==> src/rtl/regfile_wb_arbiter_if.sv <==
// Write-back request bundle: ALU and load sources toward the regfile arbiter.
// The master drives valid/addr/data and the slave answers with ready.
interface regfile_wb_arbiter_if #(
    parameter int DATA_W = 32
);
    logic              alu_valid;
    logic [4:0]        alu_addr;
    logic [DATA_W-1:0] alu_data;
    logic              alu_ready;
    logic              mem_valid;
    logic [4:0]        mem_addr;
    logic [DATA_W-1:0] mem_data;
    logic              mem_ready;

    modport master (
        output alu_valid, alu_addr, alu_data,
        output mem_valid, mem_addr, mem_data,
        input  alu_ready, mem_ready
    );

    modport slave (
        input  alu_valid, alu_addr, alu_data,
        input  mem_valid, mem_addr, mem_data,
        output alu_ready, mem_ready
    );
endinterface

==> src/rtl/regfile_wb_arbiter.sv <==
// Register-file write-back arbiter (ALU vs load) with a pending-write scoreboard.
// Define RFWB_ROUND_ROBIN_EN for round-robin arbitration; default is mem over alu.
module regfile_wb_arbiter #(
    parameter int DATA_W = 32
) (
    input  logic               clk,
    input  logic               reset,
    regfile_wb_arbiter_if.slave wb,
    input  logic               issue_valid,
    input  logic [4:0]         issue_dst,
    output logic               rf_write,
    output logic [4:0]         rf_write_address,
    output logic [DATA_W-1:0]  rf_write_data,
    output logic [31:0]        busy
);
    logic              alu_req;
    logic              mem_req;
    logic              grant_alu;
    logic              grant_mem;
    logic              wb_fire;
    logic [4:0]        wb_addr;
    logic [DATA_W-1:0] wb_data;
    logic [31:0]       busy_next;

    assign alu_req = wb.alu_valid && !reset;
    assign mem_req = wb.mem_valid && !reset;

`ifdef RFWB_ROUND_ROBIN_EN
    // Set when the ALU took the most recent grant; mem wins the next tie.
    logic alu_last;

    always_ff @(posedge clk) begin
        if (reset) begin
            alu_last <= 1'b1;
        end else if (wb_fire) begin
            alu_last <= grant_alu;
        end
    end

    assign grant_mem = mem_req && (!alu_req || alu_last);
`else
    assign grant_mem = mem_req;
`endif

    assign grant_alu    = alu_req && !grant_mem;
    assign wb.alu_ready = grant_alu;
    assign wb.mem_ready = grant_mem;
    assign wb_fire      = grant_alu || grant_mem;
    assign wb_addr      = grant_mem ? wb.mem_addr : wb.alu_addr;
    assign wb_data      = grant_mem ? wb.mem_data : wb.alu_data;

    always_ff @(posedge clk) begin
        if (reset) begin
            rf_write         <= 1'b0;
            rf_write_address <= '0;
            rf_write_data    <= '0;
        end else begin
            rf_write <= wb_fire && (wb_addr != 5'd0);
            if (wb_fire && (wb_addr != 5'd0)) begin
                rf_write_address <= wb_addr;
                rf_write_data    <= wb_data;
            end
        end
    end

    // Set is applied after clear so a same-cycle issue keeps the bit pending.
    always_comb begin
        busy_next = busy;
        if (wb_fire && (wb_addr != 5'd0)) begin
            busy_next[wb_addr] = 1'b0;
        end
        if (issue_valid && !reset && (issue_dst != 5'd0)) begin
            busy_next[issue_dst] = 1'b1;
        end
        busy_next[0] = 1'b0;
    end

    always_ff @(posedge clk) begin
        if (reset) begin
            busy <= '0;
        end else begin
            busy <= busy_next;
        end
    end
endmodule

==> src/flat_wrapper.sv <==
// flat-port wrapper written by rule: the top's interface ports become plain ports
module regfile_wb_arbiter_flat 
#(
    parameter int DATA_W = 32
)
  (clk, reset, issue_valid, issue_dst, rf_write, rf_write_address, rf_write_data, busy, wb_alu_valid, wb_alu_addr, wb_alu_data, wb_mem_valid, wb_mem_addr, wb_mem_data, wb_alu_ready, wb_mem_ready);
  regfile_wb_arbiter_if #(.DATA_W(DATA_W)) wb_i ();
  input  logic clk;
  input  logic reset;
  input  logic issue_valid;
  input  logic [4:0] issue_dst;
  output logic rf_write;
  output logic [4:0] rf_write_address;
  output logic [DATA_W-1:0] rf_write_data;
  output logic [31:0] busy;
  input wire logic [$bits(wb_i.alu_valid)-1:0] wb_alu_valid;
  input wire logic [$bits(wb_i.alu_addr)-1:0] wb_alu_addr;
  input wire logic [$bits(wb_i.alu_data)-1:0] wb_alu_data;
  input wire logic [$bits(wb_i.mem_valid)-1:0] wb_mem_valid;
  input wire logic [$bits(wb_i.mem_addr)-1:0] wb_mem_addr;
  input wire logic [$bits(wb_i.mem_data)-1:0] wb_mem_data;
  output wire logic [$bits(wb_i.alu_ready)-1:0] wb_alu_ready;
  output wire logic [$bits(wb_i.mem_ready)-1:0] wb_mem_ready;
  assign wb_i.alu_valid = wb_alu_valid;
  assign wb_i.alu_addr = wb_alu_addr;
  assign wb_i.alu_data = wb_alu_data;
  assign wb_i.mem_valid = wb_mem_valid;
  assign wb_i.mem_addr = wb_mem_addr;
  assign wb_i.mem_data = wb_mem_data;
  assign wb_alu_ready = wb_i.alu_ready;
  assign wb_mem_ready = wb_i.mem_ready;
  regfile_wb_arbiter #(.DATA_W(DATA_W)) u_core (.clk(clk), .reset(reset), .wb(wb_i), .issue_valid(issue_valid), .issue_dst(issue_dst), .rf_write(rf_write), .rf_write_address(rf_write_address), .rf_write_data(rf_write_data), .busy(busy));
endmodule
==> config.mk <==
export PLATFORM = sky130hd
export DESIGN_NAME = regfile_wb_arbiter_flat
export DESIGN_NICKNAME = d
export VERILOG_FILES = /design/src/rtl/regfile_wb_arbiter_if.sv /design/src/rtl/regfile_wb_arbiter.sv /design/src/flat_wrapper.sv
export SDC_FILE = /design/constraint.sdc
export NUM_CORES = 1
export LEC_CHECK = 0
export ABC_AREA = 1
export BUFFER_PORTS_ARGS = -buffer_cell sky130_fd_sc_hd__buf_2
export CAP_MARGIN = 20
export CORE_MARGIN = 2
export CORE_UTILIZATION = 43
export DETAILED_ROUTE_END_ITERATION = 10
export PLACE_DENSITY_LB_ADDON = 0.25
export SETUP_SLACK_MARGIN = 0.3
export SLEW_MARGIN = 10
export SYNTH_ARGS = -nofsm -noshare
export SYNTH_HDL_FRONTEND = slang
export SYNTH_SLANG_ARGS = --single-unit
==> constraint.sdc <==
create_clock -name clk -period 1.4 [get_ports clk]
set_input_delay 0.21 -clock clk [delete_from_list [all_inputs] [get_ports clk]]
set_output_delay 0.21 -clock clk [all_outputs]
set_load 0.02 [all_outputs]
== Word-level counts from Yosys, hierarchy flattened ==
Cells that the tools add are included.

* Word-level logic and storage cells: 33
* Bits in registers: 70

* $lt $le $gt $ge: 4
* Reduce and logical (&&, ||, !) cells: 13
* Bitwise gates (word level): 3
* Multiplexer cells: 8

{| class="wikitable"
|+ Operators by type and width
! operator !! count
|-
| 32-bit two-way mux || 3
|-
| 32-bit AND || 1
|-
| 32-bit inverter || 1
|-
| 32-bit bitwise OR || 1
|-
| 5-bit by 6-bit less-than comparator with 1-bit output (second input constant) || 2
|-
| 1-bit demux with 5-bit select || 2
|-
| 5-bit by 1-bit >= comparator with 1-bit output (second input constant) || 2
|-
| 5-bit nonzero test || 2
|-
| 1-bit logical AND || 8
|-
| 5-bit two-way mux || 1
|-
| 1-bit zero test || 2
|-
| 1-bit two-way mux || 2
|-
| 1-bit logical OR || 1
|}

== Logic depth before layout (Yosys ltp) ==
* Word-level depth: 12
* Depth in mapped cells: 14

== Worst setup path after synthesis ==
Ideal clock, no wire load.

* Path type: input -> register
* From: input port reset
* To: register u_core.rf_write_data[2]
* Setup slack: -113 ps
* Setup time: 116 ps
* Stages on the path: 13
* Required time: 1,284 ps
* Arrival: 1,397 ps
* Buffers on the path: 3
* Cell sequence: buf_6 inv_6 nand2_8 o21ai_2 nand2_4 inv_2 nand2_4 nand2_4 inv_2 buf_6 buf_6 nor2_2 nor2_1

* Cells in the longest elaborated chain, start to end: 6
* Elaborated cells on any way between the ends: 10

{| class="wikitable"
|+ RTL lines
! what !! line !! text
|-
| start, declared || flat_wrapper.sv:9 || <nowiki>input logic reset;</nowiki>
|-
| parallel branches: the longest is 6 deep, another holds 5-bit two-way mux || - ||
|-
| end signal, assigned || regfile_wb_arbiter.sv:61 || <nowiki>rf_write_data <= wb_data;</nowiki>
|-
| end, declared || regfile_wb_arbiter.sv:13 || <nowiki>output logic [DATA_W-1:0] rf_write_data,</nowiki>
|}

Parallel ways; which one is timed is not known.
A chain may end at the register's enable or synchronous reset.

== Worst setup path in the final report ==
* From: input port reset
* To: register u_core.rf_write_data[17]

The elaborated chain is that of the path after synthesis.

==> metrics <==
Worst Setup End Kind register; Power Dens Cells 1000 nW/um^2; Layout area overhead 51.8%; CTS tree done; Reg power frac 0.399; Synth Cell Area 3540 um^2; Starting Density 0.438; Worst VDD drop 499 uV; Worst path max stage delay 170 ps; Startpoint Class input pin; CTS root buf clkbuf_8; number of max-cap violations 0; PortBufs 154; Synth Register Bits 69; cell breakdown of the critical path buf_12, clkinv_8, nand2_8, nand2_1, o21ai_4, nand2_4, inv_4, nand2_4, nand2_8, inv_8, clkbuf_16, nor2_2, nor2_1; Final Cycle Share 0.834; # fillers 738; Synth warnings 0; final instance area 5380 um^2; largest net degree at the start of global routing 31; num ports 156; Rows 33; DP Wirelength 7900 um; CORE AREA 8090 um^2; cell count after synthesis 547; number of remaining DRC errors 0; ratio of cells with drive above 1 in the final layout 0.432; arrival time at the worst endpoint 1400 ps; Inserted Diodes 0; Hold Buf Count CTS 0; Synth area leader dfxtp_1; Die Height 94.8 um; Max FO, Critical Path 11; largest cells by area after synthesis dfxtp_1, nand2_1, nor2_1; initial antenna violation count 0; Mean Syn Cell Area 6.48 um^2; via/cell ratio 4.91; Yosys cell types 27; Static Leak 2.59 nW; Synth top area share 0.390; Mapped Nets 631; Worst Skew 0 ps; buffer depth of the longest clock path 2; min cycle time layout 1170 ps; DIE WIDTH 94.8 um; clock power share 0.363; Hold Crit Class input pin to register; Comb power frac 0.238; CP max-delay cell clkbuf_16; Worst Path Required 1640 ps; final setup violation count 0; total power 5.40 mW; CTS buffer count 9; register area share after synthesis 0.390; clk_lat worst skew 330 ps; switching pwr 1.55 mW; drt pass-1 iters 4; H-tree levels 3; Setup WS pre-CTS -265 ps; classification of the worst setup path input pin to register; GRT overflow 0; gr usage total 0.232; final hold vios 0; DRT Wirelength 11100 um; Fmax 0.856 GHz; Slew Limit Fails 0; Layout Nets 813; via count of the first global-routing pass 3693; clk slew on worst S/H paths 70 ps; fin worst setup slack 232 ps; Placer Congestion 0.896; Placed Area 4620 um^2; crit-path leading delay family simple AND/OR/NAND/NOR gates; unrepaired setup endpoints after global routing true; CP bufs+invs 5; wire length per cell 13.3 um; outcome completed; die footprint 8990 um^2; cell-internal power 3.85 mW; 1st-iter DRT viols 165; switch share 0.288; global-route wire length before repair 16400 um; Clock Sinks 69; vias post-DR 4123; final antenna-violating net count 0
cell usage in the layout, fill, tap and decap left out, types with 2 or more instances in the layout:
cell type	count
nand2_8	3
buf_6	3
o21ai_1	31
nand4_1	3
bufinv_16	3
inv_4	3
dfxtp_1	55
o21ai_4	3
a21oi_1	24
nand3_1	33
o21ai_0	4
nand2_2	11
buf_4	67
clkbuf_8	10
nor2_1	68
dfxtp_2	14
buf_12	6
buf_2	120
nor2_4	7
nor3_1	5
nand2_1	174
nand2_4	7
a21oi_2	7
nand3_2	8
o21ai_2	2
clkbuf_16	3
clkinvlp_4	2
inv_1	17
nor2_2	33
cell families (layout without fill, tap and decap cells):
logic type      Yosys count  count (layout)  synth area share
compound gates           72              72             0.104
buf+inv                  51             237            0.0752
flops                    69              69             0.390
other cells               1               1           0.00106
simple gates            354             355             0.430
registers in the layout (all words and copies together) (netlist names):
register / count
u_core.rf_write_data: 32
u_core.rf_write: 1
u_core.busy: 31
u_core.rf_write_address: 5
metrics by stage:
step	TNS [ps]	utilization	hold WS, ps	instances
final	0	0.665	198	839
after floorplan	-1750	-	412	547
after CTS	0	0.611	191	833
after detailed placement	-11330	0.571	452	813
after global routing	0	0.665	198	839
after global placement	-8430	0.571	448	813
repair_timing:
action	4_1_cts	5_1_grt
pin swaps	2	7
resized for setup	14	122
buffers inserted	2	3
endpoints found under the hold margin	0	0
setup endpoints to repair	68	100
cloned	2	3
cell type report:
type,instances,area [um^2],share of cell area
multi-input cells,428,2160,0.402
flip-flops and latches,69,1400,0.260
repair buffers,199,1330,0.248
clock buffers,10,138,0.0256
well taps,105,131,0.0244
clock inverters,6,110,0.0205
inverters,21,104,0.0193
repair inverters,1,6.26,0.00116
worst reg2reg max path, stage by stage (launching register included):
cell and delay (ps):
dfxtp_1 370, nand2_1 70, a21oi_1 110
power groups by stage:
stage	clock [mW]	sequential [mW]	combinational (mW)
3_5_place_dp	0	2.17	1.07
4_1_cts	2.01	2.13	1.10
3_3_place_gp	0	2.17	1.04
2_1_floorplan	0	2.30	0.533
6_report	1.96	2.15	1.29
5_1_grt	2.10	2.17	1.39
worst paths after layout:
check	cells after the start	slack (ps)	startpoint	to
min	5	200	wb_mem_data[3]	u_core.rf_write_data[3]
max reg2reg	2	790	u_core.busy[3]	u_core.busy[3]
max	13	230	reset	u_core.rf_write_data[17]
min reg2reg	2	460	u_core.busy[16]	u_core.busy[16]
cell usage after synthesis, drive strengths merged:
cell type,n
a21oi,31
nor2,109
conb,1
nand4,3
buf,18
nor3,6
clkbuf,12
o21ai,40
nand2,194
nand3,41
or2,1
inv,21
dfxtp,69
o21bai,1
metal layers:
metal / vias to the layer above / routed length [um] / track usage
li1: 2092 / - / -
met1: 1864 / 4330 / 0.254
met2: 142 / 5870 / 0.425
met3: 25 / 658 / 0.0495
met4: 0 / 287 / 0.105
met5: - / 0 / 0
No activity file was read; power rests on OpenSTA's default activity.
